`src/rtl/serial_adder_pkg.sv`:
```
// Shared constants, state encoding and helpers for the bit-serial adder controller.
package serial_adder_pkg;

    // Raw state codes; the spare fourth code is treated as idle.
    localparam logic [1:0] ST_IDLE = 2'd0;
    localparam logic [1:0] ST_RUN  = 2'd1;
    localparam logic [1:0] ST_DONE = 2'd2;

    localparam int unsigned SA_WIDTH_DEF = 8;

    typedef enum logic [1:0] {
        StIdle  = ST_IDLE,
        StRun   = ST_RUN,
        StDone  = ST_DONE,
        StSpare = 2'd3
    } state_e;

    // Bit-counter width: clog2 of the operand width, never less than one bit.
    function automatic int unsigned sa_cnt_width(input int unsigned w);
        int unsigned r;
        r = (w > 1) ? $clog2(w) : 1;
        return r;
    endfunction

endpackage

```
`src/rtl/fa_cell.sv`:
```
// Combinational 1-bit full adder used as the serial datapath cell.
module fa_cell (
    input  logic a,
    input  logic b,
    input  logic ci,
    output logic s,
    output logic co
);

    // Sum and majority carry.
    always_comb begin
        s  = a ^ b ^ ci;
        co = (a & b) | (a & ci) | (b & ci);
    end

endmodule

```
`src/rtl/serial_adder_ctrl.sv`:
```
// Bit-serial adder controller: adds WIDTH-bit operands LSB first through one full-adder cell,
// one bit per clock, with a start/busy/done handshake.
// Optional feature macro SERIAL_ADD_OVF_EN adds the signed-overflow output Ovf.
module serial_adder_ctrl
    import serial_adder_pkg::*;
#(
    parameter int unsigned WIDTH = SA_WIDTH_DEF
) (
    input  logic             clk,
    input  logic             rst,
    input  logic             start,
    input  logic [WIDTH-1:0] A,
    input  logic [WIDTH-1:0] B,
    input  logic             Cin,
    output logic             busy,
    output logic             done,
    output logic [WIDTH-1:0] Sum,
    output logic             Cout
`ifdef SERIAL_ADD_OVF_EN
    ,
    output logic             Ovf
`endif
);

    localparam int unsigned    CntW    = sa_cnt_width(WIDTH);
    localparam logic [CntW-1:0] CntLast = CntW'(WIDTH - 1);

    state_e state_q, state_d;

    logic [WIDTH-1:0] sha_q, shb_q, shs_q, shs_next;
    logic [WIDTH-1:0] sum_q;
    logic [CntW-1:0]  cnt_q;
    logic             carry_q, cout_q;
    logic             fa_s, fa_c;
    logic             load, step, last;

    fa_cell u_fa (
        .a  (sha_q[0]),
        .b  (shb_q[0]),
        .ci (carry_q),
        .s  (fa_s),
        .co (fa_c)
    );

    // New sum bit enters at the MSB; after WIDTH steps the LSB has reached bit 0.
    if (WIDTH == 1) begin : g_shs_w1
        assign shs_next = fa_s;
    end else begin : g_shs_wn
        assign shs_next = {fa_s, shs_q[WIDTH-1:1]};
    end

    // State register.
    always_ff @(posedge clk) begin
        if (rst) begin
            state_q <= StIdle;
        end else begin
            state_q <= state_d;
        end
    end

    // Next-state and handshake decode.
    always_comb begin
        state_d = state_q;
        load    = 1'b0;
        step    = 1'b0;
        last    = 1'b0;
        unique case (state_q)
            StRun: begin
                step = 1'b1;
                if (cnt_q == CntLast) begin
                    last    = 1'b1;
                    state_d = StDone;
                end
            end
            StDone: begin
                state_d = StIdle;
            end
            StIdle, StSpare: begin
                if (start) begin
                    load    = 1'b1;
                    state_d = StRun;
                end
            end
        endcase
        busy = (state_q == StRun) || (state_q == StDone);
        done = (state_q == StDone);
    end

    // Operand shift registers, carry, bit counter and registered result.
    always_ff @(posedge clk) begin
        if (rst) begin
            sha_q   <= '0;
            shb_q   <= '0;
            shs_q   <= '0;
            carry_q <= 1'b0;
            cnt_q   <= '0;
            sum_q   <= '0;
            cout_q  <= 1'b0;
        end else if (load) begin
            sha_q   <= A;
            shb_q   <= B;
            carry_q <= Cin;
            cnt_q   <= '0;
            shs_q   <= '0;
        end else if (step) begin
            shs_q   <= shs_next;
            sha_q   <= sha_q >> 1;
            shb_q   <= shb_q >> 1;
            carry_q <= fa_c;
            cnt_q   <= cnt_q + CntW'(1);
            if (last) begin
                sum_q  <= shs_next;
                cout_q <= fa_c;
            end
        end
    end

    assign Sum  = sum_q;
    assign Cout = cout_q;

`ifdef SERIAL_ADD_OVF_EN
    logic ovf_q;

    // Overflow: carry into the MSB (carry FF on the last step) differs from carry out.
    always_ff @(posedge clk) begin
        if (rst) begin
            ovf_q <= 1'b0;
        end else if (last) begin
            ovf_q <= carry_q ^ fa_c;
        end
    end

    assign Ovf = ovf_q;
`endif

endmodule
```
`config.mk`:
```
export PLATFORM = sky130hd
export DESIGN_NAME = serial_adder_ctrl
export DESIGN_NICKNAME = d
export VERILOG_FILES = /design/src/rtl/serial_adder_pkg.sv /design/src/rtl/fa_cell.sv /design/src/rtl/serial_adder_ctrl.sv
export SDC_FILE = /design/constraint.sdc
export NUM_CORES = 1
export LEC_CHECK = 0
export ABC_AREA = 1
export CAP_MARGIN = 20
export CORE_MARGIN = 3
export CORE_UTILIZATION = 56
export CTS_CLUSTER_DIAMETER = 120
export CTS_CLUSTER_SIZE = 28
export DETAILED_ROUTE_END_ITERATION = 10
export DONT_BUFFER_PORTS = 1
export GPL_ROUTABILITY_DRIVEN = 0
export PLACE_DENSITY = 0.74
export SYNTH_ARGS = -nofsm -noshare
export SYNTH_HDL_FRONTEND = slang
export SYNTH_SLANG_ARGS = --single-unit
```
`constraint.sdc`:
```
create_clock -name clk -period 1.4 [get_ports clk]
set_clock_uncertainty 0.05 [all_clocks]
set_input_delay 0.28 -clock clk [delete_from_list [all_inputs] [get_ports clk]]
set_output_delay 0.28 -clock clk [all_outputs]
set_load 0.02 [all_outputs]
```
# Word level (Yosys, flattened, before mapping)
# Cells that the tools add are included.
[totals]
regBits = 39
[classes]
muxes = 14
bitwise_logic = 8
n_eq_ne = 6
addsub = 1
reduce_logical = 7
[ops]
columns = ["op", "n"]
rows = [
  ["two-way mux 8 bit", 4],
  ["two-way mux 1 bit", 7],
  ["case mux 2 bit (3 select lines)", 1],
  ["equality test 2 bit (second input constant)", 2],
  ["two-way mux 2 bit", 2],
  ["inequality test 2 bit (second input constant)", 2],
  ["OR reduction 2 bit", 2],
  ["adder 3 x 1 -> 3 bit (second input constant)", 1],
  ["AND 1 bit", 3],
  ["equality test 3 bit (second input constant)", 1],
  ["AND reduction 3 bit", 1],
  ["equality test 2 x 1 -> 1 bit (second input constant)", 1],
  ["logical NOT 2 bit", 1],
  ["OR 1 bit", 2],
  ["AND reduction 2 bit", 1],
  ["nonzero test 2 bit", 1],
  ["bitwise XOR 1 bit", 2],
  ["logical OR 1 bit", 1],
  ["inverter 1 bit", 1],
]

# Depth between registers and ports, before layout
# Gate-level depths: netlist (run 1).
[depth]
word_depth = 5
mapped_depth = 8
depth_no_buf = 7

# Modules after synthesis
# Synthesis (run 1) repeated with hierarchy kept, for this count alone.
[hier_totals]
cells_unflattened = 247
area_unflattened_um2 = 1840.5
[by_module_without_submodules]
columns = ["mod", "seq_area_each_um2", "area_per_inst_um2", "instances", "cells_per_inst"]
rows = [
  ["serial_adder_ctrl", 760.7, 1820.5, 1, 246],
  ["fa_cell", 0.0, 20.0, 1, 1],
]

# Worst setup path before layout (run 1)
# OpenSTA, ideal clock, no wires.
[synth_timing]
kind = "reg-to-reg"
from = "register state_q[0]"
to = "register sha_q[0]"
setup_time_ns = 0.066
path_slack_ns = 0.053
path_stages_with_launch = 9
arrival_time_ns = 1.231
path_cell_list = "dfxtp_1 inv_1 ha_1 nand2_4 inv_6 buf_12 nand2_1 nand2_1 a21oi_2"
[synth_via]
elab_chain_cells = 4
elab_cells_between_ends = 8
cone_classes = "2 x eq/ne; 3 x mux; 3 x reduce/logical"
[synth_lines]
columns = ["element", "line_no", "source"]
rows = [
  ["start: declaration", "serial_adder_ctrl.sv:28", "state_e state_q, state_d;"],
  ["start signal: assignment", "serial_adder_ctrl.sv:55", "state_q <= StIdle;"],
  ["start signal: assignment", "serial_adder_ctrl.sv:57", "state_q <= state_d;"],
  ["equality test 2 bit or logical NOT 2 bit (tied branches)", "serial_adder_ctrl.sv:67", "unique case (state_q)"],
  ["OR reduction 2 bit", "serial_adder_ctrl.sv:67", ""],
  ["two-way mux 1 bit", "serial_adder_ctrl.sv:67", ""],
  ["two-way mux 8 bit or nonzero test 2 bit (tied branches)", "-", ""],
  ["end signal: assignment", "serial_adder_ctrl.sv:107", "sha_q <= sha_q >> 1;"],
  ["end: declaration", "serial_adder_ctrl.sv:30", "logic [WIDTH-1:0] sha_q, shb_q, shs_q, shs_next;"],
]
# Several ways; a longest one is shown, not always the timed one.
# A chain may end at the register's enable or synchronous reset.

# Worst setup path in the final report (run 1)
[layout_timing]
from = "register state_q[0]"
to = "output busy"
[layout_via]
elab_chain_cells = 2
elab_cells_between_ends = 3
cone_classes = "2 x eq/ne; 1 x reduce/logical"
[layout_lines]
columns = ["element", "line_no", "source"]
rows = [
  ["equality test 2 x 1 -> 1 bit or equality test 2 bit (tied branches)", "serial_adder_ctrl.sv:85", "busy = (state_q == StRun) || (state_q == StDone);"],
  ["logical OR 1 bit (*)", "serial_adder_ctrl.sv:85", ""],
  ["end: declaration", "serial_adder_ctrl.sv:15", "output logic busy,"],
]
# Mark *: on every way between the ends. The rest lies on a longest branch, timed or not.

==> results of run 1 <==
==> metrics by stage <==
step	utilization [%]	setup slack [ns]	instance area (sq um)
global placement	59.6	0.0315	1850
detailed placement	59.6	-0.0177	1850
finish	63.3	-0.0389	1960
CTS	62.3	-0.0484	1930
floorplan	-	0.0527	1840
global route	63.3	-0.101	1960
==> kinds of logic after synthesis <==
family	after synthesis	share of synthesized area (%)
and+or+nand+nor	127	30.1
buffers and inverters	38	12.5
DFF	38	41.4
AOI/OAI and AO/OA	37	11.1
adders and majority gates	6	4.49
xor gates and xnor gates	1	0.477
==> what timing repair did <==
action	in CTS	in global routing
endpoints found under the setup margin	20	16
pin swaps	1	0
endpoints found under the hold margin	27	27
resized for setup	7	0
==> cell usage after synthesis, types with 2 or more instances <==
| master | count |
|---|---|
| nand3_1 | 17 |
| a21oi_2 | 5 |
| nand4_1 | 9 |
| buf_2 | 4 |
| a21oi_1 | 32 |
| buf_6 | 6 |
| inv_1 | 21 |
| nand2_1 | 92 |
| ha_1 | 5 |
| nor2_1 | 2 |
| buf_4 | 3 |
| nand2_2 | 3 |
| dfxtp_1 | 38 |
| nand2_4 | 2 |
==> power by group <==
part | switching (W) | total, W | leakage [nW] | internal [W]
clock network | 0.000367 | 0.000608 | 0.0343 | 0.000242
logic | 0.000685 | 0.00114 | 0.486 | 0.000458
registers | 0.0000956 | 0.00133 | 0.311 | 0.00124
total | 0.00115 | 0.00308 | 0.832 | 0.00194
==> placed cells by master, fill, tap and decap left out <==
cell,instances
fa_1,1
buf_12,3
a21oi_2,5
inv_1,19
inv_2,1
nand2_2,3
nand2_4,2
clkbuf_4,5
nor2_1,2
clkinvlp_4,1
inv_4,2
clkbuf_8,1
nand3_1,17
nand2_1,92
nand3b_1,1
xnor2_1,1
ha_1,3
a21oi_1,32
dfxtp_2,2
clkinv_2,1
ha_4,1
nand3_2,1
nand4_1,9
buf_4,7
dfxtp_1,36
inv_6,1
dlygate4sd3_1,1
ha_2,1
==> worst max-delay path, stage by stage, from the launching register on <==
cell and delay [ns]:
dfxtp_2 0.37, inv_2 0.05, ha_4 0.30, inv_4 0.05
==> registers in the layout, indices dropped and copies added (netlist names) <==
name,flops
Cout,1
Sum,8
carry_q,1
cnt_q,3
sha_q,8
shb_q,8
shs_q,7
state_q,2
==> layout make-up <==
class                           instances  area (sq um)  share of cell area (%)
Tap cell                               44          55.1                    2.80
Clock buffer                            6          51.3                    2.61
Timing Repair Buffer                   11           123                    6.24
Clock inverter                          2          12.5                   0.637
Inverter                               23          96.3                    4.90
Sequential cell                        38           763                    38.9
Multi-Input combinational cell        171           863                    43.9
==> worst paths after layout <==
kind	from	end	slack [ns]	depth (start not counted)
max	state_q[0]$_SDFFE_PP0P_	busy	-0.04	3
min	B[7]	shb_q[7]$_SDFFE_PP0P_	0.02	2
max reg2reg	state_q[1]$_SDFFE_PP0P_	shb_q[5]$_SDFFE_PP0P_	0.05	7
min reg2reg	cnt_q[2]$_SDFFE_PP0N_	cnt_q[2]$_SDFFE_PP0N_	0.42	2
==> routing by layer <==
| metal | global-route usage (%) | part of all wire [%] | vias up |
|---|---|---|---|
| met2 | 27.9 | 43 | 31 |
| li1 | - | - | 797 |
| met1 | 23.9 | 51 | 684 |
| met5 | 0 | 0 | - |
| met4 | 8.09 | 1.9 | 0 |
| met3 | 6.24 | 4.1 | 6 |
==> run metrics, run 1 <==
non-filler cells in the finished layout=295; hold crit path type=in2reg; share of the synthesized area in the top cell type=41.4%; Fmax=695 MHz; Yosys warnings=0; Longest Clk Path Bufs=2; first-pass GRT wire length=5800 um; cell count after synthesis=247; critical path class=reg2out; initial antenna violation count=0; worst path arrival time=1.11 ns; CP Launch Type=flip-flop; Post-synth ARST share=0%; RSZ-0062 raised after global routing=true; failing checks=setup timing; Tot GR Track Use=18.5%; # diodes=0; number of synthesized flops with an enable pin=0; Die H=63.3 um; syn_area_per_cell=7.44 sq um; Max rail drop VDD=1110 uV; worst-margin pin slew=0.266 ns; DR iter-0 viols=81; total power=0.00308 W; register bit total from synthesis=38; Area Growth Syn to Fin=6.88%; worst skew pair latency=0.35 ns; CTS sink cnt=38; CP required=1.07 ns; DR pass1 iterations=4; Post-Synthesis Net Count=273; final worst slack=-0.0389 ns; Pwr Density=1570 mW/mm^2; Final Hold Vio Count=0; post-CTS setup buffers=0; Rows=20; vias in the first global route=1321; Vias/cell=5.15; Cells after DPL=285; Remaining DRCs=0; post-layout min period=1.44 ns; status=finished, violations left; root buffer selected by CTS=clkbuf_4; WL final=3450 um; largest net degree at the start of global routing=29; proportion of layout cells with a drive suffix above 1=14.7%; Post-synth top flop=dfxtp_1; post-synthesis sequential area ratio=41.4%; crit-path max FO=3; vias=1518; detailed placement HPWL=2290 um; grt total ovfl=0; post-synth top area cell=dfxtp_1; # setup viols final=1; fin crit share=103%; cell area after synthesis=0.00184 sq mm; H-Tree Level Count=2; Crit. End Element=output port; Core Footprint=0.00310 sq mm; top post-synthesis cells by area=dfxtp_1, nand2_1, a21oi_1; max cap viols=0; Num CTS Buffers=5; number of max-slew violations in the final report=0; Lkg Pwr=0.832 nW; Port Buf Inserts=0; hold_ws=0.0212 ns; TNS Setup=-0.0389 ns; Slew HR=82.3%; # IOs=31; die area=0.00401 sq mm; # fillers=294; DR WL/cell=11.7 um; Starting Density=59.2%; fin nets=276; TritonCTS clock tree=built; library cells used by synthesis=22; Chip Width=63.3 um; Routed Antenna Nets=0; CTS clock-pin slew for the worst setup and hold paths=0.12 ns
No activity file was read; power rests on OpenSTA's default activity.
==> run 2: changes to the inputs <==
--- a/config.mk
+++ b/config.mk
@@ -7,14 +7,13 @@
 export LEC_CHECK = 0
 export ABC_AREA = 1
 export CAP_MARGIN = 20
-export CORE_MARGIN = 3
 export CORE_UTILIZATION = 56
 export CTS_CLUSTER_DIAMETER = 120
 export CTS_CLUSTER_SIZE = 28
 export DETAILED_ROUTE_END_ITERATION = 10
 export DONT_BUFFER_PORTS = 1
-export GPL_ROUTABILITY_DRIVEN = 0
 export PLACE_DENSITY = 0.74
 export SYNTH_ARGS = -nofsm -noshare
 export SYNTH_HDL_FRONTEND = slang
 export SYNTH_SLANG_ARGS = --single-unit
+export TNS_END_PERCENT = 100
==> run metrics, run 2 (synthesis results as in run 1) <==
DR WL/cell=11.9 um (+1.6%); critical path class=reg2out; CTS clock-pin slew for the worst setup and hold paths=0.11 ns (about the same); proportion of layout cells with a drive suffix above 1=18.4% (+3.6 points); die area=0.00352 sq mm (-12%); Port Buf Inserts=0 (unchanged); WL final=3560 um (+3.3%); Die H=59.3 um (-6.3%); total power=0.00323 W (+4.7%); Cells after DPL=285 (unchanged); worst skew pair latency=0.34 ns (about the same); fin nets=281 (+1.8%); non-filler cells in the finished layout=300 (+1.7%); Rows=20 (unchanged); RSZ-0062 raised after global routing=true; max cap viols=0 (unchanged); Max rail drop VDD=858 uV (-23%); number of max-slew violations in the final report=0 (unchanged); failing checks=setup timing; Fmax=708 MHz (+1.8%); hold_ws=0.0672 ns (+0.0460 ns); worst-margin pin slew=0.235 ns (-0.0302 ns); CP required=1.07 ns (about the same); first-pass GRT wire length=5340 um (-7.9%); post-layout min period=1.41 ns (-0.0256 ns); final instance area=0.00208 sq mm (+5.7%); commonest non-fill, non-tap cells in the layout=nand2_1, dfxtp_1, a21oi_1, inv_1, nand3_1; Final Hold Vio Count=0 (unchanged); DR iter-0 viols=88 (+8.6%); CTS sink cnt=38 (unchanged); fin crit share=101% (-1.8 points); Longest Clk Path Bufs=2 (unchanged); Starting Density=59.7% (+0.48 points); TritonCTS clock tree=built; Tot GR Track Use=20.4% (+1.9 points); CP Launch Type=flip-flop; Pwr Density=1560 mW/mm^2 (-0.93%); Lkg Pwr=0.865 nW (+4.0%); Slew HR=84.3% (+2.0 points); Routed Antenna Nets=0 (unchanged); grt total ovfl=0 (unchanged); Chip Width=59.3 um (-6.3%); detailed placement HPWL=2120 um (-7.4%); final worst slack=-0.0133 ns (+0.0256 ns); most common cell after layout, fill and taps aside=nand2_1; vias in the first global route=1219 (-7.7%); Area Growth Syn to Fin=12.9%; root buffer selected by CTS=clkbuf_4; largest net degree at the start of global routing=30 (+3.4%); routability cong.=0.737; Core Footprint=0.00308 sq mm (-0.81%); status=finished, violations left; crit-path max FO=3 (unchanged); hold crit path type=in2reg; initial antenna violation count=0 (unchanged); # diodes=0 (unchanged); TNS Setup=-0.0133 ns (+0.0256 ns); Area after DPL=0.00185 sq mm (unchanged); # IOs=31 (unchanged); vias=1515 (-0.20%); H-Tree Level Count=2 (unchanged); DR pass1 iterations=4 (unchanged); Remaining DRCs=0 (unchanged); Crit. End Element=output port; Vias/cell=5.05 (-1.9%); Num CTS Buffers=5 (unchanged); worst path arrival time=1.08 ns (-0.03 ns); # setup viols final=1 (unchanged)
run 2: timing repair:
item,CTS,global route
buffers inserted,1,3
setup endpoints to repair,13,30
gates cloned,0,1
hold endpoints to repair,27,27
resized for setup,8,10
run 2: worst paths after layout:
kind	start	slack, ns	cells past startpoint	to
worst min-delay path	rst	0.07	3	state_q[1]$_SDFFE_PP0P_
worst min register to register	shs_q[1]$_SDFFE_PP0N_	0.43	2	shs_q[1]$_SDFFE_PP0N_
worst max-delay path	state_q[0]$_SDFFE_PP0P_	-0.01	3	busy
worst max register to register	state_q[0]$_SDFFE_PP0P_	0.05	6	Sum[2]$_SDFFE_PP0P_
run 2: cell type report:
cell class	count	area [sq um]
clock buffer	6	51.3
tap	44	55.1
fill	280	1000
timing repair buffer	16	196
multi-input combinational	171	896
clock inverter	2	12.5
sequential	38	763
inverter	23	101
run 2: report_power, final:
| group | total [W] | switching [W] | leakage, nW | internal [W] |
|---|---|---|---|---|
| combinational | 0.00130 | 0.000737 | 0.520 | 0.000560 |
| sequential | 0.00133 | 0.0000944 | 0.311 | 0.00124 |
| clock | 0.000600 | 0.000359 | 0.0343 | 0.000241 |
run 2: layer usage:
layer / global-route usage, % / part of all wire, % / up-vias
met5: 0 / 0 / -
met4: 6.80 / 0.37 / 0
met3: 6.55 / 5.3 / 2
met2: 29.2 / 46 / 39
met1: 28.7 / 48 / 669
li1: - / - / 805
run 2: worst max-delay path: stages (launching register included):
cell     delay (ns)
dfxtp_2        0.36
inv_2          0.05
ha_4           0.29
inv_4          0.05
run 2: per-stage QoR:
step	utilization, %	setup WS, ns
2_1_floorplan	-	0.0527
3_3_place_gp	60.1	0.0449
3_5_place_dp	60.1	0.00149
4_1_cts	62.9	-0.0246
5_1_grt	67.4	-0.0604
6_report	67.4	-0.0133
